<file path="config.mk">
export PLATFORM = sky130hd
export DESIGN_NAME = spi_flash_responder
export DESIGN_NICKNAME = d
export VERILOG_FILES = /design/src/rtl/spi_flash_responder.sv
export SDC_FILE = /design/constraint.sdc
export NUM_CORES = 1
export LEC_CHECK = 0
export CORE_MARGIN = 4
export CORE_UTILIZATION = 57
export DETAILED_ROUTE_END_ITERATION = 16
export GPL_TIMING_DRIVEN = 0
export PLACE_DENSITY = 0.81
export SLEW_MARGIN = 20
export SYNTH_ARGS = -nofsm -noshare
export SYNTH_HDL_FRONTEND = slang
export SYNTH_SLANG_ARGS = --single-unit
export TNS_END_PERCENT = 5
</file>
<file path="constraint.sdc">
create_clock -name interfaceClk -period 2.45 [get_ports interfaceClk]
set_input_delay 0.6125 -clock interfaceClk [delete_from_list [all_inputs] [get_ports interfaceClk]]
set_output_delay 0.6125 -clock interfaceClk [all_outputs]
set_load 0.005 [all_outputs]
</file>
<file path="src/rtl/spi_flash_responder.sv">
// SPI NOR flash responder (mode 3): READ/FREAD/PP/RSTEN-RST served from a byte-wide memory port.
// Define SPI_RESP_WREN_EN to add the write-enable latch with WREN (0x06) and RDSR (0x05).
module spi_flash_responder #(
    parameter int ADDR_W     = 22,
    parameter int DUMMY_CLKS = 8,
    parameter int PAGE_W     = 8
) (
    input  logic              interfaceClk,
    input  logic              reset_n,
    input  logic              MCLK,
    input  logic              MOSI,
    input  logic              CS_n,
    output logic              MISO,
    output logic [ADDR_W-1:0] mem_addr,
    output logic              mem_rd_en,
    input  logic [7:0]        mem_rd_data,
    output logic              mem_wr_en,
    output logic [7:0]        mem_wr_data,
    output logic              busy,
    output logic              soft_rst
);

    typedef enum logic [2:0] {IDLE, CMD, ADDR, DUMMY, RD_DATA, WR_DATA, IGNORE} state_t;
    typedef enum logic [1:0] {OP_READ, OP_FREAD, OP_PP} op_t;

    state_t state;
    op_t    op;

    logic [1:0]        mclkSync, mosiSync, csSync;
    logic              mclkPrev, mclkRise, mclkFall;
    logic              needHigh, armed, rdValid;
    logic [4:0]        bitCnt;
    logic [2:0]        outCnt;
    logic [ADDR_W-2:0] shiftIn;
    logic [7:0]        shiftOut;
    logic [ADDR_W-1:0] rxWord;
    logic [7:0]        rxByte;
    logic [ADDR_W-1:0] pageNext;
`ifdef SPI_RESP_WREN_EN
    logic              wel, ppExec, statusMode;
    logic [7:0]        status;
    assign status = {6'b0, wel, 1'b0};
`endif

    // Word as it will stand once the bit on the current rise is shifted in.
    assign rxWord   = {shiftIn, mosiSync[1]};
    assign rxByte   = rxWord[7:0];
    assign pageNext = {mem_addr[ADDR_W-1:PAGE_W], mem_addr[PAGE_W-1:0] + 1'b1};

    // NOTE: synchroniser flops are deliberately not reset so they keep tracking the pins during reset;
    // that lets IDLE tell a CS_n still held low from a genuine fresh falling edge.
    always_ff @(posedge interfaceClk) begin
        mclkSync <= {mclkSync[0], MCLK};
        mosiSync <= {mosiSync[0], MOSI};
        csSync   <= {csSync[0], CS_n};
        mclkPrev <= mclkSync[1];
    end

    always_ff @(posedge interfaceClk) begin
        if (!reset_n) begin
            state       <= IDLE;
            op          <= OP_READ;
            MISO        <= 1'b0;
            mem_addr    <= '0;
            mem_rd_en   <= 1'b0;
            mem_wr_en   <= 1'b0;
            mem_wr_data <= 8'h00;
            busy        <= 1'b0;
            soft_rst    <= 1'b0;
            mclkRise    <= 1'b0;
            mclkFall    <= 1'b0;
            needHigh    <= 1'b1;
            armed       <= 1'b0;
            rdValid     <= 1'b0;
            bitCnt      <= '0;
            outCnt      <= '0;
            shiftIn     <= '0;
            shiftOut    <= 8'h00;
`ifdef SPI_RESP_WREN_EN
            wel         <= 1'b0;
            ppExec      <= 1'b0;
            statusMode  <= 1'b0;
`endif
        end else begin
            mclkRise  <= mclkSync[1] & ~mclkPrev;
            mclkFall  <= ~mclkSync[1] & mclkPrev;
            busy      <= ~csSync[1];
            mem_rd_en <= 1'b0;
            mem_wr_en <= 1'b0;
            soft_rst  <= 1'b0;
            rdValid   <= mem_rd_en;
            if (rdValid)
                shiftOut <= mem_rd_data;
            // Page-local advance happens right after the write strobe has used the old address.
            if (mem_wr_en)
                mem_addr <= pageNext;

            if (csSync[1]) begin
                state    <= IDLE;
                MISO     <= 1'b0;
                bitCnt   <= '0;
                outCnt   <= '0;
                needHigh <= 1'b0;
`ifdef SPI_RESP_WREN_EN
                if (ppExec)
                    wel <= 1'b0;
                ppExec <= 1'b0;
`endif
            end else begin
                case (state)
                    IDLE: if (!needHigh) begin
                        state  <= CMD;
                        bitCnt <= '0;
                    end
                    CMD: if (mclkRise) begin
                        shiftIn <= rxWord[ADDR_W-2:0];
                        bitCnt  <= bitCnt + 1'b1;
                        if (bitCnt == 5'd7) begin
                            bitCnt <= '0;
                            armed  <= 1'b0;
                            state  <= IGNORE;
                            case (rxByte)
                                8'h03: begin op <= OP_READ;  state <= ADDR; end
                                8'h0B: begin op <= OP_FREAD; state <= ADDR; end
`ifdef SPI_RESP_WREN_EN
                                8'h02: if (wel) begin
                                    op <= OP_PP; state <= ADDR; ppExec <= 1'b1;
                                end
                                8'h06: wel <= 1'b1;
                                8'h05: begin
                                    shiftOut   <= status;
                                    statusMode <= 1'b1;
                                    outCnt     <= '0;
                                    state      <= RD_DATA;
                                end
`else
                                8'h02: begin op <= OP_PP; state <= ADDR; end
`endif
                                8'h66: armed <= 1'b1;
                                8'h99: if (armed) begin
                                    soft_rst <= 1'b1;
`ifdef SPI_RESP_WREN_EN
                                    wel      <= 1'b0;
`endif
                                end
                                default: ;
                            endcase
                        end
                    end
                    ADDR: if (mclkRise) begin
                        shiftIn <= rxWord[ADDR_W-2:0];
                        bitCnt  <= bitCnt + 1'b1;
                        if (bitCnt == 5'd23) begin
                            bitCnt   <= '0;
                            outCnt   <= '0;
                            mem_addr <= rxWord;
`ifdef SPI_RESP_WREN_EN
                            statusMode <= 1'b0;
`endif
                            if (op == OP_PP)
                                state <= WR_DATA;
                            else if (op == OP_FREAD && DUMMY_CLKS > 0)
                                state <= DUMMY;
                            else begin
                                mem_rd_en <= 1'b1;
                                state     <= RD_DATA;
                            end
                        end
                    end
                    DUMMY: if (mclkRise) begin
                        bitCnt <= bitCnt + 1'b1;
                        if (int'(bitCnt) == DUMMY_CLKS - 1) begin
                            bitCnt    <= '0;
                            mem_rd_en <= 1'b1;
                            state     <= RD_DATA;
                        end
                    end
                    RD_DATA: if (mclkFall) begin
                        MISO     <= shiftOut[7];
                        shiftOut <= {shiftOut[6:0], 1'b0};
                        outCnt   <= outCnt + 1'b1;
                        if (outCnt == 3'd7) begin
`ifdef SPI_RESP_WREN_EN
                            if (statusMode)
                                shiftOut <= status;
                            else begin
                                mem_addr  <= mem_addr + 1'b1;
                                mem_rd_en <= 1'b1;
                            end
`else
                            mem_addr  <= mem_addr + 1'b1;
                            mem_rd_en <= 1'b1;
`endif
                        end
                    end
                    WR_DATA: if (mclkRise) begin
                        shiftIn <= rxWord[ADDR_W-2:0];
                        bitCnt  <= bitCnt + 1'b1;
                        if (bitCnt == 5'd7) begin
                            bitCnt      <= '0;
                            mem_wr_data <= rxByte;
                            mem_wr_en   <= 1'b1;
                        end
                    end
                    default: ;
                endcase
            end
        end
    end

endmodule

</file>
# Word level (Yosys, flattened, before mapping)
# Index checks and enable logic that the tools add are counted.
[classes]
bitwise_logic = 11
n_reduce_logical = 19
n_addsub = 4
muxes = 47
eq_ne = 25
[op_table]
columns = ["operator", "n"]
rows = [
  ["two-way mux 22 bit", 5],
  ["one-hot mux 22 bit (2 select lines)", 1],
  ["two-way mux 8 bit", 5],
  ["two-way mux 3 bit", 13],
  ["two-way mux 5 bit", 7],
  ["adder 22 x 1 -> 22 bit, second input constant", 1],
  ["one-hot mux 5 bit (4 select lines)", 1],
  ["equality test 8 x 2 -> 1 bit, second input constant", 2],
  ["!= test 2 bit, second input constant", 8],
  ["one-hot mux 3 bit (4 select lines)", 1],
  ["AND reduction 4 bit", 3],
  ["two-way mux 1 bit", 11],
  ["AND reduction 5 bit", 2],
  ["equality test 3 bit, second input constant", 3],
  ["inverter 1 bit", 9],
  ["adder 8 x 1 -> 8 bit, second input constant", 1],
  ["equality test 8 x 4 -> 1 bit, second input constant", 1],
  ["equality test 8 x 7 -> 1 bit, second input constant", 1],
  ["equality test 8 bit, second input constant", 1],
  ["AND reduction 8 bit", 1],
  ["nonzero test 4 bit", 2],
  ["equality test 3 x 2 -> 1 bit, second input constant", 2],
  ["one-hot mux 2 bit (3 select lines)", 1],
  ["one-hot mux 3 bit (2 select lines)", 1],
  ["other kinds (20)", 23],
]
[totals]
word_cells = 128
ff_bits = 89

# Longest topological paths before layout
# Gate-level depths: netlist of the first run.
[depth]
depth_word = 6
ltp_mapped = 9
mapped_depth_nobuf = 7

# Worst setup path after synthesis of the first run
# Ideal clock, no wire load.
[synth_timing]
path_type = "input to register"
from = "input reset_n"
to = "register mem_addr[6]"
arrival_time_ns = 1.684
n_path_buf = 2
setup_slack_ns = 0.639
stages = 8
setup_time_ns = 0.127
cell_sequence = "buf_2 > nand2b_1 > buf_2 > inv_1 > a31oi_1 > or3_1 > a21oi_1 > or3_1"
[synth_rtl]
columns = ["item", "line", "source"]
rows = [
  ["start, declared", "9", "input logic reset_n,"],
  ["end signal, assigned", "96", "mem_addr <= pageNext;"],
  ["end signal, assigned", "156", "mem_addr <= rxWord;"],
  ["end signal, assigned", "191", "mem_addr <= mem_addr + 1'b1;"],
  ["end, declared", "14", "output logic [ADDR_W-1:0] mem_addr,"],
]

# Worst setup path after layout of the first run
[layout_timing]
from = "register mem_addr[10]"
to = "register mem_addr[20]"
[layout_via]
elab_chain_cells = 5
[layout_lines]
columns = ["item", "line", "source"]
rows = [
  ["adder 22 x 1 -> 22 bit", "191", ""],
  ["two-way mux 22 bit", "182", "if (outCnt == 3'd7) begin"],
  ["two-way mux 22 bit", "178", "RD_DATA: if (mclkFall) begin"],
  ["one-hot mux 22 bit (2 select lines)", "110", "case (state)"],
  ["two-way mux 22 bit", "98", "if (csSync[1]) begin"],
]
# No other way between the ends.
# A chain may end at the register's enable or synchronous reset.

==> results of run 1 <==
-- Yosys cell counts, types with 3 or more instances --
library cell	instances
a21oi_1	31
a22oi_1	5
a31oi_1	6
a32o_1	4
a41oi_1	3
and2_1	6
and4_1	3
buf_2	17
buf_4	4
buf_6	3
clkbuf_1	13
dfxtp_1	89
ha_1	6
inv_1	9
mux2i_1	39
nand2_1	44
nand2b_1	4
nand3_1	16
nand4_1	10
nand4b_1	4
nor2_1	28
nor2b_1	33
nor3_1	10
nor3b_1	4
nor4_1	5
o211a_1	7
o21ai_0	17
o221a_2	4
o22ai_1	7
or3_1	6
or3b_2	4
xnor2_1	7
xor2_1	7
-- cell type report --
class	count	area [um^2]	area share [%]
Timing Repair Buffer	46	460	8.75
Tap cell	102	128	2.43
Clock inverter	5	37.5	0.714
Sequential cell	89	1780	33.9
Multi-Input combinational cell	364	2460	46.8
Buffer	39	205	3.90
Clock buffer	11	151	2.88
Inverter	9	33.8	0.642
-- power breakdown --
| group | leakage, nW | total (mW) | internal (mW) | switching (mW) |
|---|---|---|---|---|
| Sequential | 0.720 | 1.46 | 1.46 | 0.00877 |
| Clock | 0.0924 | 0.962 | 0.429 | 0.533 |
| Combinational | 1.24 | 0.0917 | 0.0396 | 0.0521 |
| Total | 2.05 | 2.52 | 1.92 | 0.594 |
-- through the flow --
step	cell area (um^2)	total power, mW	cells	worst slack (ps)
floorplan	4480	1.54	501	639
global placement	5070	1.59	649	298
detailed placement	5070	1.59	649	303
CTS	5260	2.53	665	304
global route	5260	2.61	665	114
finish	5260	2.52	665	229
-- sequential cells by signal, summed over array words and instances, names as in the netlist --
register	cells
bitCnt	5
needHigh	1
mclkPrev	1
MISO	1
outCnt	3
csSync	2
armed	1
state	3
mclkSync	2
mem_wr_data	8
mem_rd_en	1
soft_rst	1
mclkRise	1
mosiSync	2
mem_addr	22
rdValid	1
op	2
mclkFall	1
mem_wr_en	1
shiftIn	21
busy	1
shiftOut	8
-- cell usage in the layout (no fill, tap or decap), drive strengths merged, types with 5 or more instances in the layout --
master | synthesis | routed
a21oi | 32 | 32
o211a | 7 | 7
dfxtp | 89 | 89
inv | 9 | 11
o22ai | 7 | 7
clkdlybuf4s50 | 0 | 46
nor2b | 33 | 33
xnor2 | 7 | 7
ha | 6 | 6
mux2i | 39 | 39
clkbuf | 13 | 24
nand4 | 10 | 10
xor2 | 7 | 7
a22oi | 5 | 5
nor2 | 28 | 28
nand2 | 45 | 45
nor3b | 5 | 5
and2 | 6 | 6
o21ai | 18 | 18
a31oi | 6 | 6
or3 | 6 | 6
buf | 26 | 26
nor4 | 6 | 6
nand3 | 16 | 16
nor3 | 10 | 10
-- worst paths after layout --
check | startpoint | depth (start not counted) | end | slack, ps
setup / recovery | mem_addr[10]$_SDFFE_PN0P_ | 5 | mem_addr[20]$_SDFFE_PN0P_ | 230
hold / removal | mclkSync[0]$_DFF_P_ | 0 | mclkSync[1]$_DFF_P_ | 330
setup reg to reg | mem_addr[10]$_SDFFE_PN0P_ | 5 | mem_addr[20]$_SDFFE_PN0P_ | 230
hold reg to reg | mclkSync[0]$_DFF_P_ | 0 | mclkSync[1]$_DFF_P_ | 330
-- routing by layer --
layer | vias to the layer above | part of all wire (%)
met4 | 0 | 2.0
met2 | 162 | 48
li1 | 1930 | -
met1 | 1927 | 44
met5 | - | 0
met3 | 26 | 6.4
-- kinds of logic after synthesis --
family          count (synthesis)
mux                            41
fa+ha+maj                       6
simple gates                  192
compound gates                111
flops                          89
xor+xnor                       14
buf+inv                        48
-- worst reg2reg max path: stages, from the launching register on --
cell	delay, ps
dfxtp_1	440
nand4_1	320
nor4_1	860
a41oi_1	210
a31oi_1	170
o21ai_0	100
==> impl_results.md, run 1 <==
- Drt pass-1 iters: 8
- Normalized max-slew margin: around a third
- Fin util: between 60% and 70%
- CP cell instances: nand4_1 -> nor4_1 -> a41oi_1 -> a31oi_1 -> o21ai_0
- Number of synthesized flops with an enable pin: 0
- Met3 usage: under 10%
- Number of buffers inserted by port buffering: between 40 and 50
- Post-Synth Adder-Cell Area: 1.67%
- Rows: 32
- Routed len/inst: 17.0 um
- Global Route Usage Sum: 23.6%
- Sequential fraction of the synthesis area: between 30% and 40%
- Die H: 96.7 um
- Crit-path max FO: 6
- RSZ-0062 raised after global routing: no
- Met1 Use GR: between 30% and 40%
- Max Cap Viol: 0
- Htree depth: 3
- Synth top area share: roughly 40%
- Largest net degree at the start of global routing: 16
- Hold Path Class: reg2reg
- Clock slew seen by the registers of the worst setup and hold paths: approximately 90 ps
- Full die area: 9350 um^2
- Synth-to-layout area growth: 17.3%
- Worst-margin pin slew: ~970 ps
- Status: finished clean
- Share of cells above drive strength 1: 10.3%
- HPWL Detailed: 8010 um
- Top Ports: 48
- Yosys reg bits: just under 90
- CTS tree: done
- Cell Pwr Density: between 400 and 500 nW/um^2
- Final-stage net count: around 580
- Clk_lat worst skew: roughly 370 ps
- Vias per cell: between 6 and 7
- Synthesis warning total: 0
- Core ar.: 7690 um^2
- Final period util: between 90% and 100%
- Cts hold-fix bufs: 0
- Fmax: about 450 MHz
- Worst-case clock buffer depth: 2
- Minimum clock period: about 2200 ps
- Setup Skew: approximately 11 ps
- Mapped Area: roughly 4500 um^2
- Worst setup EP type: flip-flop
- Worst path max stage delay: ~860 ps
- Critical-path top delay cell: nor4_1
- Setup TNS: 0 ps
- Synth Area in Simple Gates: between 20% and 30%
- Filler cell count: 650
- Min Hold Slack: 332 ps
- Sink Count: roughly 90
- Synth Net Count: 520
- GPL Wtd Cong: 0.925
- Initial antenna violation count: 0
- Largest family of logic cells by synthesized area: simple AND/OR/NAND/NOR gates
- Dominant cells by area after synthesis: dfxtp_1 40%, mux2i_1 8.7%, nor2b_1 4.6%
- Vias in the first global route: between 3k and 4k
- PostCTS Resize Cnt: 0
- Final Hold Viols: 0
- CTS Buf Count: 9
- Met2 usage: a little under two fifths
- Final Max Tran Viols: 0
- Top_reg_cell synth: dfxtp_1
- Peak VDD IR: roughly 0.46 mV
- Clk Tree Root Cell: clkbuf_8
- Grt peak-use layer: met2
- Synth async-reset ratio: 0%
- XOR/XNOR Fraction of Synth Area: 2.74%
- Final setup fails: 0
- WP data required: ~2700 ps
- Buf/Inv on CP: 0
- Synth cell types: between 60 and 70
- GRT overflow: 0
- Final WL: 11300 um
- Multiplexer area fraction after synthesis: 9.21%
- Delay-heaviest family, CP: simple AND/OR/NAND/NOR gates
- Drt initial violations: 302
- Initial Utilization: between 50% and 60%
- Startpoint types: flip-flop
- Post-DRT Antenna Nets: 0
- Post-synthesis cell count: 501
- Worst EP arrival: 2470 ps
- Synth Area in Compound Gates: between 10% and 20%
- Crit Path Class: reg2reg
- Yosys top cell by area: dfxtp_1
- Vias: just over 4k
- Syn avg cell area: 8.95 um^2
- N_diodes: 0
- Leak pwr: 2.05 nW
- Post-CTS setup buffer count: 0
- DRC: 0
- First-pass GRT wire length: about 18000 um
- Die Wd: a little under 100 um
Power figures use the tool's default switching activity.
==> run 2: changes to the inputs <==
Settings changed: CORE_UTILIZATION 57 to 45, PLACE_DENSITY 0.81 to 0.67.
==> run 2 against run 1 <==
  * Non-clock buffer count stayed put
  * Register-to-register slack worse by 40 ps
  * Clock power is 10% higher
  * Via count is 0.84% lower
  * Largest power group unchanged
==> impl_results.md, run 2 (same netlist as run 1, synthesis figures left out) <==
- First-pass GRT wire length: 19200 um (was 18100 um)
- Fmax: 442 MHz (was 450 MHz)
- Worst-case clock buffer depth: 2 (unchanged)
- Critical-path top delay cell: nor4_1 (unchanged)
- Final setup fails: 0 (unchanged)
- Worst setup EP type: flip-flop (unchanged)
- Buf/Inv on CP: 0 (unchanged)
- GRT overflow: 0 (unchanged)
- Startpoint types: flip-flop (unchanged)
- Synth-to-layout area growth: 18.6% (was 17.3%)
- Crit Path Class: reg2reg (unchanged)
- Worst EP arrival: 2580 ps (was 2470 ps)
- Die Wd: 108 um (was 96.7 um)
- Met3 usage: 2.70% (was 5.91%)
- Flop2flop setup slack: 190 ps (was 230 ps)
- Number of flip-flops in the largest register: 22 (unchanged)
- FF-to-FF End: mem_addr[12]$_SDFFE_PN0P_ (was mem_addr[20]$_SDFFE_PN0P_)
- Most frequent cells in the layout: 89 x dfxtp_1, 46 x clkdlybuf4s50_1, 44 x nand2_1 (unchanged)
- Met1 Use GR: 28.6% (was 30.6%)
- Drt initial violations: 242 (was 302)
- Final period util: 92.4% (was 90.7%)
- PostCTS Resize Cnt: 0 (unchanged)
- Final WL: 11800 um (was 11300 um)
- Normalized max-slew margin: 31.9% (was 34.7%)
- Grt peak-use layer: met2 (unchanged)
- Worst reg2reg path depth: 6 (was 5)
- Setup TNS: 0 ps (unchanged)
- Rows: 36 (was 32)
- Cell Pwr Density: 493 nW/um^2 (was 479 nW/um^2)
- Sink Count: 89 (unchanged)
- Vias in the first global route: 3824 (was 3697)
- Commonest non-fill, non-tap cell in the layout: dfxtp_1 (unchanged)
- Post-route setup slack: 185 ps (was 229 ps)
- Clk Tree Root Cell: clkbuf_8 (unchanged)
- Largest regs: mem_addr: 22 flops, shiftIn: 21 flops (unchanged)
- N_diodes: 0 (unchanged)
- Met2 usage: 32.9% (was 38.2%)
- Placed Area: 5110 um^2 (was 5070 um^2)
- HPWL Detailed: 8320 um (was 8010 um)
- RR Startpoint: bitCnt[0]$_SDFFE_PP0P_ (was mem_addr[10]$_SDFFE_PN0P_)
- GPL Wtd Cong: 0.880 (was 0.925)
- CTS tree: done (unchanged)
- Clock slew seen by the registers of the worst setup and hold paths: 80 ps (was 90 ps)
- RSZ-0062 raised after global routing: no (unchanged)
- Final-stage net count: 577 (unchanged)
- Pre-CTS setup slack: 247 ps (was 303 ps)
- Status: finished clean (unchanged)
- Delay-heaviest family, CP: simple AND/OR/NAND/NOR gates (unchanged)
- Post-DRT Antenna Nets: 0 (unchanged)
- Worst path max stage delay: 840 ps (was 860 ps)
- Leak pwr: 2.07 nW (was 2.05 nW)
- Setup Skew: 13.5 ps (was 11.2 ps)
- Top reg by flops: mem_addr (unchanged)
- CTS Buf Count: 9 (unchanged)
- WP data required: 2760 ps (was 2700 ps)
- Die H: 108 um (was 96.7 um)
- Cts hold-fix bufs: 0 (unchanged)
- Final Max Tran Viols: 0 (unchanged)
- Minimum clock period: 2260 ps (was 2220 ps)
- Top Ports: 48 (unchanged)
- Post-CTS setup buffer count: 0 (unchanged)
- Initial Utilization: 46.1% (was 58.3%)
- Hold Crit Depth: 0 (unchanged)
- Hold Path Class: reg2reg (unchanged)
- Core ar.: 9730 um^2 (was 7690 um^2)
- Share of cells above drive strength 1: 9.95% (was 10.3%)
- Full die area: 11600 um^2 (was 9350 um^2)
- Vias per cell: 5.76 (was 6.08)
- Largest net degree at the start of global routing: 14 (was 16)
- Drt pass-1 iters: 5 (was 8)
- Global Route Usage Sum: 21.1% (was 23.6%)
- Final Hold Viols: 0 (unchanged)
- Htree depth: 3 (unchanged)
- Worst Hold Endpoint: csSync[1]$_DFF_P_ (was mclkSync[1]$_DFF_P_)
- Clk_lat worst skew: 360 ps (was 370 ps)
- CP cell instances: ha_1 -> nand4b_1 -> nor4_1 -> nand2_1 -> o41ai_1 -> a31o_2 (was nand4_1 -> nor4_1 -> a41oi_1 -> a31oi_1 -> o21ai_0)
- Filler cell count: 942 (was 650)
- DRC: 0 (unchanged)
- Number of buffers inserted by port buffering: 46 (unchanged)
- Crit path launch: bitCnt[0]$_SDFFE_PP0P_ (was mem_addr[10]$_SDFFE_PN0P_)
- Post-route cell area: 5320 um^2 (was 5260 um^2)
- Crit-path max FO: 7 (was 6)
- Hold Path Origin: csSync[0]$_DFF_P_ (was mclkSync[0]$_DFF_P_)
- Worst-margin pin slew: 1010 ps (was 970 ps)
- Max Cap Viol: 0 (unchanged)
- Vias: 4011 (was 4045)
- Peak VDD IR: 0.275 mV (was 0.460 mV)
- Initial antenna violation count: 0 (unchanged)
- Routed len/inst: 16.9 um (was 17.0 um)
run 2: worst reg2reg max path, delay by kind of cell, from the launching register on:
kind / cells / cell delay (ps)
compound gates: 2 / 290
simple gates: 3 / 1250
fa+ha+maj: 1 / 290
flops: 1 / 380
run 2: layout make-up:
cell class | instances | area (um^2) | share of cell area [%]
buffer | 39 | 205 | 3.86
clock buffer | 14 | 173 | 3.25
clock inverter | 2 | 35.0 | 0.659
inverter | 9 | 33.8 | 0.635
multi-input combinational | 364 | 2460 | 46.3
sequential | 89 | 1780 | 33.5
tap | 133 | 166 | 3.13
timing repair buffer | 46 | 460 | 8.66
run 2: worst max-delay path by stage:
stage / end / slack, ps / cells after the start
after global routing: mem_addr[20]$_SDFFE_PN0P_ / 80 / 6
after global placement: op[1]$_SDFFE_PN0P_ / 230 / 4
after CTS: mem_addr[20]$_SDFFE_PN0P_ / 260 / 5
after detailed placement: op[1]$_SDFFE_PN0P_ / 250 / 4
final: mem_addr[12]$_SDFFE_PN0P_ / 190 / 6
after floorplan: mem_addr[6]$_SDFF_PN0_ / 640 / 8
run 2: report_power, final:
part	leakage [nW]	internal, mW	switching, mW	total (mW)
Sequential	0.720	1.46	0.00953	1.46
Clock	0.107	0.555	0.508	1.06
Combinational	1.24	0.0396	0.0519	0.0915
run 2: layer usage:
metal,vias to the layer above,share of wire (%)
met3,23,6.1
met5,-,0
met4,0,2.7
met2,153,46
li1,1940,-
met1,1895,46
run 2: stage by stage:
| stage | utilization (%) | power, mW | hold slack, ps | cells |
|---|---|---|---|---|
| finish | 54.7 | 2.62 | 331 | 696 |
| floorplan | - | 1.54 | 310 | 501 |
| CTS | 54.7 | 2.64 | 332 | 696 |
| global placement | 52.5 | 1.59 | 311 | 680 |
| global route | 54.7 | 2.70 | 342 | 696 |
| detailed placement | 52.5 | 1.59 | 312 | 680 |
